**src/rtl/lcd_bus_if.sv**
```systemverilog
// lcd_bus_if: write-only 8-bit HD44780 bus between the driver and the panel.
interface lcd_bus_if;
    logic [7:0] LCD_DATA;
    logic       LCD_RW;
    logic       LCD_EN;
    logic       LCD_RS;
    modport master (output LCD_DATA, LCD_RW, LCD_EN, LCD_RS);
    modport slave  (input  LCD_DATA, LCD_RW, LCD_EN, LCD_RS);
endinterface

```
**src/rtl/lcd_test_ctrl.sv**
```systemverilog
// lcd_test_ctrl: HD44780 16x2 driver showing twelve debug bytes as hex.
// Power-up init, then endless line-0/line-1 refresh from a per-frame input snapshot.
module lcd_test_ctrl #(
    parameter int PWRUP_CYC = 1_000_000,
    parameter int SETUP_CYC = 4,
    parameter int EN_CYC    = 16,
    parameter int HOLD_CYC  = 4,
    parameter int WAIT_CYC  = 2_000,
    parameter int CLR_WAIT  = 100_000
) (
    input  logic       iCLK,
    input  logic       iRST_N,
    input  logic [7:0] d0x0,
    input  logic [7:0] d0x1,
    input  logic [7:0] d0x2,
    input  logic [7:0] d0x3,
    input  logic [7:0] d0x4,
    input  logic [7:0] d0x5,
    input  logic [7:0] d1x0,
    input  logic [7:0] d1x1,
    input  logic [7:0] d1x2,
    input  logic [7:0] d1x3,
    input  logic [7:0] d1x4,
    input  logic [7:0] d1x5,
    lcd_bus_if.master  lcd
);
    localparam int M0   = PWRUP_CYC > CLR_WAIT ? PWRUP_CYC : CLR_WAIT;
    localparam int M1   = WAIT_CYC > EN_CYC ? WAIT_CYC : EN_CYC;
    localparam int M2   = SETUP_CYC > HOLD_CYC ? SETUP_CYC : HOLD_CYC;
    localparam int M3   = M0 > M1 ? M0 : M1;
    localparam int MAXC = M3 > M2 ? M3 : M2;
    localparam int CW   = $clog2(MAXC + 1);

    typedef enum logic [2:0] {S_PWRUP, S_INIT, S_ADDR0, S_LINE0, S_ADDR1, S_LINE1} state_t;
    typedef enum logic [1:0] {P_SETUP, P_PULSE, P_HOLD, P_WAIT} phase_t;

    state_t        state_q, state_d;
    phase_t        phase_q, phase_d;
    logic [CW-1:0] cnt_q, cnt_d, lim;
    logic [3:0]    idx_q, idx_d;
    logic          en_q;
    logic [7:0]    snap_q [12];
    logic [7:0]    din [12];
    logic [3:0]    grp, sel, nib;
    logic [7:0]    val, cmd, byte_w;
    logic          rs_w, hi, sp;

    assign din = '{d0x0, d0x1, d0x2, d0x3, d0x4, d0x5, d1x0, d1x1, d1x2, d1x3, d1x4, d1x5};

    function automatic logic [7:0] hex_ascii(input logic [3:0] n);
        return n < 4'd10 ? 8'h30 + {4'h0, n} : 8'h37 + {4'h0, n};
    endfunction

    // Column layout: pairs at 0,3,6,9 separated by spaces, then v4/v5 back to back.
    always_comb begin
        grp = idx_q < 4'd2 ? 4'd0 : idx_q < 4'd5 ? 4'd1 : idx_q < 4'd8 ? 4'd2 :
              idx_q < 4'd11 ? 4'd3 : idx_q < 4'd14 ? 4'd4 : 4'd5;
        sel = grp + (state_q == S_LINE1 ? 4'd6 : 4'd0);
        hi  = idx_q inside {4'd0, 4'd3, 4'd6, 4'd9, 4'd12, 4'd14};
        sp  = idx_q inside {4'd2, 4'd5, 4'd8, 4'd11};
        val = snap_q[sel];
        nib = hi ? val[7:4] : val[3:0];
        cmd = state_q == S_INIT ? (idx_q == 4'd0 ? 8'h38 : idx_q == 4'd1 ? 8'h0C :
                                   idx_q == 4'd2 ? 8'h01 : 8'h06) :
              state_q == S_ADDR0 ? 8'h80 : state_q == S_ADDR1 ? 8'hC0 : 8'h00;
        rs_w   = state_q == S_LINE0 || state_q == S_LINE1;
        byte_w = rs_w ? (sp ? 8'h20 : hex_ascii(nib)) : cmd;
    end

    always_comb begin
        state_d = state_q;
        phase_d = phase_q;
        idx_d   = idx_q;
        cnt_d   = cnt_q + 1'b1;
        lim = state_q == S_PWRUP ? CW'(PWRUP_CYC - 1) :
              phase_q == P_SETUP ? CW'(SETUP_CYC - 1) :
              phase_q == P_PULSE ? CW'(EN_CYC - 1) :
              phase_q == P_HOLD  ? CW'(HOLD_CYC - 1) :
              (!rs_w && byte_w == 8'h01) ? CW'(CLR_WAIT - 1) : CW'(WAIT_CYC - 1);
        if (cnt_q == lim) begin
            cnt_d = '0;
            if (state_q == S_PWRUP) begin
                state_d = S_INIT;
                phase_d = P_SETUP;
                idx_d   = '0;
            end else if (phase_q != P_WAIT) begin
                phase_d = phase_t'(phase_q + 2'd1);
            end else begin
                phase_d = P_SETUP;
                idx_d   = idx_q + 4'd1;
                case (state_q)
                    S_INIT:  if (idx_q == 4'd3) begin state_d = S_ADDR0; idx_d = '0; end
                    S_ADDR0: begin state_d = S_LINE0; idx_d = '0; end
                    S_LINE0: if (idx_q == 4'd15) state_d = S_ADDR1;
                    S_ADDR1: begin state_d = S_LINE1; idx_d = '0; end
                    S_LINE1: if (idx_q == 4'd15) state_d = S_ADDR0;
                    default: state_d = S_PWRUP;
                endcase
            end
        end
    end

    always_ff @(posedge iCLK or negedge iRST_N) begin
        if (!iRST_N) begin
            state_q <= S_PWRUP;
            phase_q <= P_SETUP;
            cnt_q   <= '0;
            idx_q   <= '0;
            en_q    <= 1'b0;
            snap_q  <= '{default: '0};
        end else begin
            state_q <= state_d;
            phase_q <= phase_d;
            cnt_q   <= cnt_d;
            idx_q   <= idx_d;
            en_q    <= state_d != S_PWRUP && phase_d == P_PULSE;
            if (state_q == S_ADDR0 && phase_q == P_SETUP && cnt_q == '0) snap_q <= din;
        end
    end

    assign lcd.LCD_EN   = en_q;
    assign lcd.LCD_RS   = rs_w;
    assign lcd.LCD_DATA = byte_w;
    assign lcd.LCD_RW   = 1'b0;
endmodule

```
**src/flat_wrapper.sv**
```systemverilog
// flat-port wrapper written by rule: the top's interface ports become plain ports
module lcd_test_ctrl_flat 
#(
    parameter int PWRUP_CYC = 1_000_000,
    parameter int SETUP_CYC = 4,
    parameter int EN_CYC    = 16,
    parameter int HOLD_CYC  = 4,
    parameter int WAIT_CYC  = 2_000,
    parameter int CLR_WAIT  = 100_000
)
  (iCLK, iRST_N, d0x0, d0x1, d0x2, d0x3, d0x4, d0x5, d1x0, d1x1, d1x2, d1x3, d1x4, d1x5, lcd_LCD_DATA, lcd_LCD_RW, lcd_LCD_EN, lcd_LCD_RS);
  lcd_bus_if lcd_i ();
  input  logic iCLK;
  input  logic iRST_N;
  input  logic [7:0] d0x0;
  input  logic [7:0] d0x1;
  input  logic [7:0] d0x2;
  input  logic [7:0] d0x3;
  input  logic [7:0] d0x4;
  input  logic [7:0] d0x5;
  input  logic [7:0] d1x0;
  input  logic [7:0] d1x1;
  input  logic [7:0] d1x2;
  input  logic [7:0] d1x3;
  input  logic [7:0] d1x4;
  input  logic [7:0] d1x5;
  output wire logic [$bits(lcd_i.LCD_DATA)-1:0] lcd_LCD_DATA;
  output wire logic [$bits(lcd_i.LCD_RW)-1:0] lcd_LCD_RW;
  output wire logic [$bits(lcd_i.LCD_EN)-1:0] lcd_LCD_EN;
  output wire logic [$bits(lcd_i.LCD_RS)-1:0] lcd_LCD_RS;
  assign lcd_LCD_DATA = lcd_i.LCD_DATA;
  assign lcd_LCD_RW = lcd_i.LCD_RW;
  assign lcd_LCD_EN = lcd_i.LCD_EN;
  assign lcd_LCD_RS = lcd_i.LCD_RS;
  lcd_test_ctrl #(.PWRUP_CYC(PWRUP_CYC), .SETUP_CYC(SETUP_CYC), .EN_CYC(EN_CYC), .HOLD_CYC(HOLD_CYC), .WAIT_CYC(WAIT_CYC), .CLR_WAIT(CLR_WAIT)) u_core (.iCLK(iCLK), .iRST_N(iRST_N), .d0x0(d0x0), .d0x1(d0x1), .d0x2(d0x2), .d0x3(d0x3), .d0x4(d0x4), .d0x5(d0x5), .d1x0(d1x0), .d1x1(d1x1), .d1x2(d1x2), .d1x3(d1x3), .d1x4(d1x4), .d1x5(d1x5), .lcd(lcd_i));
endmodule
```
**config.mk**
```make
export PLATFORM = sky130hd
export DESIGN_NAME = lcd_test_ctrl_flat
export DESIGN_NICKNAME = d
export VERILOG_FILES = /design/src/rtl/lcd_bus_if.sv /design/src/rtl/lcd_test_ctrl.sv /design/src/flat_wrapper.sv
export SDC_FILE = /design/constraint.sdc
export NUM_CORES = 1
export LEC_CHECK = 0
export BUFFER_PORTS_ARGS = -buffer_cell sky130_fd_sc_hd__buf_2
export CAP_MARGIN = 20
export CORE_MARGIN = 5
export CORE_UTILIZATION = 43
export CTS_BUF_LIST = sky130_fd_sc_hd__clkbuf_8
export DETAILED_ROUTE_END_ITERATION = 8
export GPL_TIMING_DRIVEN = 1
export HOLD_SLACK_MARGIN = 0.15
export PLACE_DENSITY = 0.61
export SYNTH_ARGS = -nofsm -noshare
export SYNTH_HDL_FRONTEND = slang
export SYNTH_SLANG_ARGS = --single-unit
```
**constraint.sdc**
```tcl
create_clock -name iCLK -period 8.4 [get_ports iCLK]
set_clock_uncertainty 0.15 [all_clocks]
set_input_delay 0.42 -clock iCLK [delete_from_list [all_inputs] [get_ports iCLK]]
set_output_delay 0.42 -clock iCLK [all_outputs]
set_load 0.005 [all_outputs]
```
; Word-level counts from Yosys, hierarchy flattened
; Cells that the tools add are included.
[op_classes]
addsub = 6
reduce_logical = 15
mux = 39
n_eq_ne = 23
bitwise = 1
order_cmp = 7
[op_table]
columns = cell, n
row1 = $mux W20, 5
row2 = $mux W8, 10
row3 = $bmux W8 S4, 1
row4 = $mux W4, 8
row5 = $eq A4 B4 Y1 const B, 6
row6 = $mux W3, 8
row7 = $add A20 B1 Y20 const B, 1
row8 = $eq A20 B20 Y1, 1
row9 = $logic_not A20 Y1, 1
row10 = $mux W17, 1
row11 = $lt A4 B4 Y1 const B, 4
row12 = $pmux W3 S5, 1
row13 = $add A6 B4 Y7 const A, 2
row14 = $eq A4 B2 Y1 const B, 2
row15 = $eq A4 B3 Y1 const B, 2
row16 = $eq A8 B1 Y1 const B, 1
row17 = $pmux W4 S2, 1
row18 = $eq A3 B2 Y1 const B, 2
row19 = $eq A3 B3 Y1 const B, 2
row20 = $mux W2, 3
row21 = $reduce_bool A6 Y1, 1
row22 = $ge A5 B5 Y1 const B, 1
row23 = $not A4 Y5, 1
row24 = $add A4 B1 Y4 const B, 1
row25 = 21 further kinds, 25
[totals]
wordCells = 108
ff_bits = 126
input_bits = 98
output_inout_bits = 11

; Depth between registers and ports, before layout
[logic_depth]
depth_word = 27
mapped_depth = 21
ltp_nobuf = 20

; Least setup slack after synthesis
; Ideal clock, no wire load.
[synth_path]
kind = register to output
start = reg u_core.state_q[2]
end = out lcd_LCD_DATA[2]
arrival_time_ns = 3.724
t_required_ns = 7.830
n_path_buf = 1
path_slack_ns = 4.106
path_stages_with_launch = 21
cell_sequence = dfrtp_1 clkbuf_1 nor2b_1 nand2_1 inv_1 ha_1 inv_1 fa_1 and3b_1 nand2_1 nor3_1 a311oi_1 o21a_1 a311o_1 nor2_1 inv_1 ha_1 inv_1 a41oi_1 or4bb_1 o221ai_1
[synth_between]
elab_chain_len = 12
elab_cells_between_ends = 20
classes_between = add/sub (3) / order compare (1) / eq/ne (4) / mux (10) / bitwise (1) / reduce/logical (1)
[synth_lines]
columns = item, line
row1 = start: declaration, lcd_test_ctrl.sv:37  ; state_t state_q, state_d;
row2 = start signal: assignment, lcd_test_ctrl.sv:112  ; state_q <= state_d;
row3 = $eq A3 B3 Y1, "lcd_test_ctrl.sv:58, lcd_test_ctrl.sv:66"
row4 = $mux W3, lcd_test_ctrl.sv:58  ; sel = grp + (state_q == S_LINE1 ? 4'd6 : 4'd0);
row5 = $add A4 B4 Y4, lcd_test_ctrl.sv:58
row6 = $not A4 Y5 (implied by the code), lcd_test_ctrl.sv:61  ; val = snap_q[sel];
row7 = $bmux W8 S4, lcd_test_ctrl.sv:61
row8 = $mux W8 (implied by the code) (2 in series), lcd_test_ctrl.sv:61
row9 = $mux W4, lcd_test_ctrl.sv:62  ; nib = hi ? val[7:4] : val[3:0];
row10 = $add A6 B4 Y7 or $lt A4 B4 Y1 (tied branches), lcd_test_ctrl.sv:51  ; return n < 4'd10 ? 8'h30 + {4'h0, n} : 8'h37 + {4'h0, n};
row11 = $mux W8, lcd_test_ctrl.sv:51
row12 = $mux W8, lcd_test_ctrl.sv:67  ; byte_w = rs_w ? (sp ? 8'h20 : hex_ascii(nib)) : cmd;
row13 = $mux W8 (*), lcd_test_ctrl.sv:67
row14 = end: declaration, flat_wrapper.sv:27  ; output wire logic [$bits(lcd_i.LCD_DATA)-1:0] lcd_LCD_DATA;
; Mark *: on every way between the ends. The rest lies on a longest branch, timed or not. The select of a mux whose other input is x is not followed.

; Final worst setup path
[layout_path]
start = reg u_core.idx_q[2]
end = out lcd_LCD_DATA[2]
[layout_between]
elab_chain_len = 16
elab_cells_between_ends = 39
classes_between = add/sub (3) / order compare (6) / eq/ne (10) / mux (16) / bitwise (1) / reduce/logical (3)
[layout_lines]
columns = item, line
row1 = start: declaration, lcd_test_ctrl.sv:40  ; logic [3:0] idx_q, idx_d;
row2 = start signal: assignment, lcd_test_ctrl.sv:115  ; idx_q <= idx_d;
row3 = $lt A4 B4 Y1, lcd_test_ctrl.sv:57  ; idx_q < 4'd11 ? 4'd3 : idx_q < 4'd14 ? 4'd4 : 4'd5;
row4 = $mux W1, lcd_test_ctrl.sv:57
row5 = $mux W4, lcd_test_ctrl.sv:57
row6 = $mux W4 (3 in series), lcd_test_ctrl.sv:56  ; grp = idx_q < 4'd2 ? 4'd0 : idx_q < 4'd5 ? 4'd1 : idx_q < 4'd8 ? 4'd2 :
row7 = $add A4 B4 Y4, lcd_test_ctrl.sv:58
row8 = $not A4 Y5 (implied by the code), lcd_test_ctrl.sv:61
row9 = $bmux W8 S4, lcd_test_ctrl.sv:61
row10 = $mux W8 (implied by the code) (2 in series), lcd_test_ctrl.sv:61
row11 = $mux W4, lcd_test_ctrl.sv:62
row12 = $add A6 B4 Y7 or $lt A4 B4 Y1 (tied branches), lcd_test_ctrl.sv:51
row13 = $mux W8, lcd_test_ctrl.sv:51
row14 = $mux W8, lcd_test_ctrl.sv:67
row15 = $mux W8 (*), lcd_test_ctrl.sv:67
; Marked as above.

==> metrics.md <==
| Metric | Value |
|---|---|
| Clock latency on the worst-skew pair | 460 ps |
| Sequential share of the synthesized area | 45.85% |
| Drt wl/cell | 18.03 um |
| PwrDens | 134.4 nW/um^2 |
| CTS Sinks | 126 |
| Clk buf depth | 2 |
| First-pass GRT wire length | 30.46 mm |
| DRC | 0 |
| Critical path class | reg -> out |
| Crit-path most repeated cell | inv_1 |
| Post-synth EDFFs | 0 |
| Syn nets | 737 |
| Crit-path slowest cell | dfrtp_1 |
| Rows | 46 |
| Die Y | 136.5 um |
| Vias | 5714 |
| Post-DP HPWL | 12.68 mm |
| Cell count after synthesis | 624 |
| Busiest grt layer | met2 |
| Primary FF master, synth | dfrtp_1 |
| H-tree level count | 4 |
| Core ar. | 15770 sq um |
| Internal Pwr Total | 911.0 uW |
| Final worst-path cycle share | 65.66% |
| Final hold vios | 0 |
| Layout cell share with drive strength beyond 1 | 31.26% |
| Crit path max fanout | 17 |
| Die ar. | 18620 sq um |
| Number of I/O pins | 109 |
| # nets final | 935 |
| RSZ-0062 raised after global routing | no |
| Setup WS post-layout | 2885 ps |
| Static leakage | 0.004338 uW |
| Worst Max-Slew Pin Slew | 997.3 ps |
| Largest net degree at the start of global routing | 81 |
| Max-cap violations | 0 |
| Clock period minus worst slack | 5515 ps |
| Peak supply drop | 117.7 uV |
| CTS tree | built |
| Drt first pass iters | 5 |
| Ant. Diodes | 0 |
| Final setup violation count | 0 |
| Max Slew Vio Count | 0 |
| DP Area | 7571 sq um |
| # resized after CTS | 0 |
| Hold WS | 355.6 ps |
| Setup crit end kind | output port |
| Placement Setup Slack | 3424 ps |
| Setup_tns | 0 ps |
| GRT met2 Usage | 35.49% |
| Met3 Use GR | 4.959% |
| Routability cong. | 0.8993 |
| Design Area, Final | 8930 sq um |
| Placed insts | 922 |
| Outcome | complete, no violations |
| Worst hold path type | reg -> reg |
| Antenna-violating nets left | 0 |
| Antenna violations before repair | 0 |
| Post-CTS setup buffers | 0 |
| Global-route total usage across every layer | 21.32% |
| Largest stage delay, worst path | 720 ps |
| Combinational share of power | 6.1% |
| Post-Route WL | 18.95 mm |
| Clk slew on worst S/H paths | 80 ps |
| Clock share of power | 43.4% |
| Max Clock Freq | 0.1813 GHz |
| GR Layer Usage met1 | 26.64% |
| FF+latch count, synth | 126 |
| Vias in the first global route | 5899 |
| Worst Path Arrival | 4950 ps |
| Total CTS buffers | 17 |
| Worst Path Required | 7830 ps |
| Remaining global-route overflow | 0 |
| Root buffer cell | clkbuf_8 |
| FFs w/ async S/R, synth | 100.0% |
| DRT iter0 DRCs | 449 |
| Rel. slew slack | 33.30% |
| Starting Density | 43.61% |
| Syn_area_per_cell | 11.02 sq um |
| Vias per inst | 5.437 |
| Setup crit start kind | register |
| Flop pwr share | 50.5% |
| Ys Warns | 0 |
| CP cell instances | inv_1 > o31ai_1 > ha_1 > inv_1 > fa_1 > and3b_1 > nand2_1 > nor3_1 > a311oi_1 > o21a_1 > a311o_1 > nor2_1 > inv_1 > ha_1 > inv_1 > a41oi_1 > or4bb_1 > o221ai_1 > buf_2 |
| Switching power total | 288.8 uW |
| Library cells used by synthesis | 73 |
| Die Wd | 136.5 um |
| Area Growth Syn to Fin | 29.86% |
| Non-Filler Instances | 1051 |
| Synthesized cell area | 6877 sq um |
| Sw Ratio | 24.07% |
| Port Buf Inserts | 107 |
## registers in the layout (all words and copies together), names as in the netlist
| name | count |
|---|---|
| u_core.idx_q | 4 |
| u_core.cnt_q | 20 |
| u_core.phase_q | 2 |
| u_core.lcd.LCD_EN | 1 |
| u_core.snap_q | 96 |
| u_core.state_q | 3 |
## cells in the mapped netlist (all sizes together) (2+ instances only)
| cell | number | area [sq um] |
|---|---|---|
| a211oi | 4 | 47.54 |
| a21bo | 2 | 20.02 |
| a21o | 4 | 30.03 |
| a21oi | 20 | 100.1 |
| a221o | 3 | 30.03 |
| a221oi | 2 | 17.52 |
| a22oi | 2 | 15.01 |
| a311o | 2 | 20.02 |
| a311oi | 4 | 35.03 |
| a31oi | 4 | 25.02 |
| a41oi | 3 | 26.28 |
| and2 | 3 | 18.77 |
| and3 | 15 | 93.84 |
| buf | 10 | 76.32 |
| clkbuf | 18 | 67.56 |
| dfrtp | 126 | 3153 |
| ha | 14 | 175.2 |
| inv | 17 | 63.81 |
| mux2 | 99 | 1115 |
| mux2i | 29 | 302.8 |
| mux4 | 5 | 112.6 |
| nand2 | 59 | 221.5 |
| nand2b | 6 | 40.04 |
| nand3 | 18 | 90.09 |
| nand4 | 9 | 56.30 |
| nor2 | 44 | 175.2 |
| nor2b | 4 | 25.02 |
| nor3 | 12 | 60.06 |
| nor4b | 4 | 35.03 |
| o211ai | 3 | 22.52 |
| o21a | 4 | 30.03 |
| o21ai | 19 | 95.09 |
| o221a | 2 | 22.52 |
| o22ai | 3 | 18.77 |
| o31ai | 3 | 22.52 |
| o32ai | 2 | 17.52 |
| or2 | 2 | 12.51 |
| or3 | 6 | 42.54 |
| xnor2 | 3 | 26.28 |
| xor2 | 12 | 105.1 |
## final cells by class
class / count / area (sq um)
inverters: 17 / 63.81
flip-flops and latches: 126 / 3153
clock buffers: 20 / 275.3
clock inverters: 12 / 112.6
fillers: 1382 / 6840
repair buffers: 207 / 1531
multi-input cells: 453 / 3523
well taps: 216 / 270.3
## critical path, delay by kind of cell (launching register included)
kind            cells  cell delay (ps)
buf+inv             5              520
simple gates        5              970
compound gates      6             1380
flops               1              720
fa+ha+maj           3              890
## path summary, 6_finish.rpt
check	from	end	cells after the start	slack [ps]
max in group asynchronous	iRST_N	u_core.snap_q[30]	3	6330
setup / recovery	u_core.idx_q[2]	lcd_LCD_DATA[2]	19	2880
hold / removal	u_core.cnt_q[11]	u_core.cnt_q[11]	1	360
setup reg to reg	u_core.idx_q[1]	u_core.lcd.LCD_EN	11	4250
hold reg to reg	u_core.cnt_q[11]	u_core.cnt_q[11]	1	360
min in group asynchronous	iRST_N	u_core.snap_q[89]	2	450
## cell families after synthesis
group / Yosys count / share of synthesized area (%)
mux: 133 / 22.25
simple gates: 189 / 13.59
other cells: 1 / 0.05453
compound gates: 100 / 10.48
xor+xnor: 15 / 1.911
buf+inv: 45 / 3.020
fa+ha+maj: 15 / 2.838
flops: 126 / 45.85
## power by group through the flow
stage / Clock, uW / Combinational [uW] / Sequential, uW
2_1_floorplan: 0 / 0.813 / 618
3_3_place_gp: 0 / 37.2 / 618
3_5_place_dp: 0 / 37.5 / 618
4_1_cts: 532 / 72.4 / 606
5_1_grt: 556 / 80.7 / 606
6_report: 520 / 73.3 / 606
## metal layers
metal  vias to the layer above  share of wire [%]
met5                         -                  0
met4                         0                3.1
met3                        44                4.8
met2                       177                 50
met1                      2814                 42
li1                       2679                  -
## metrics by stage
step	total power, uW	utilization [%]
4_1_cts	1210	56.62
3_5_place_dp	655.6	48.01
2_1_floorplan	619.0	-
3_3_place_gp	655.3	48.01
6_report	1200	56.62
5_1_grt	1242	56.62
## what timing repair did
item,CTS,global route
hold buffers,97,0
endpoints found under the setup margin,0,0
endpoints found under the hold margin,159,0
## placed cells by master, fill, tap and decap left out, types with 4 or more instances in the layout
cell type,synthesis,layout
dfrtp_1,126,126
nor2_1,42,41
nor2b_1,4,4
a21o_1,4,4
nand2_1,59,59
a311oi_1,4,4
xor2_1,12,12
buf_2,4,106
nor3_1,12,12
nand4_1,9,9
a21oi_1,20,20
nor4b_1,4,4
nand3_1,18,18
mux2_2,99,99
nand2b_1,5,5
or3_1,5,5
ha_1,14,14
mux4_2,5,5
buf_4,3,4
o21a_1,4,4
dlygate4sd3_1,0,97
inv_1,17,18
o21ai_0,18,18
and3_1,15,15
mux2i_1,28,28
clkbuf_8,0,20
a31oi_1,4,4
Note: power is estimated with default switching activity, not from simulation.
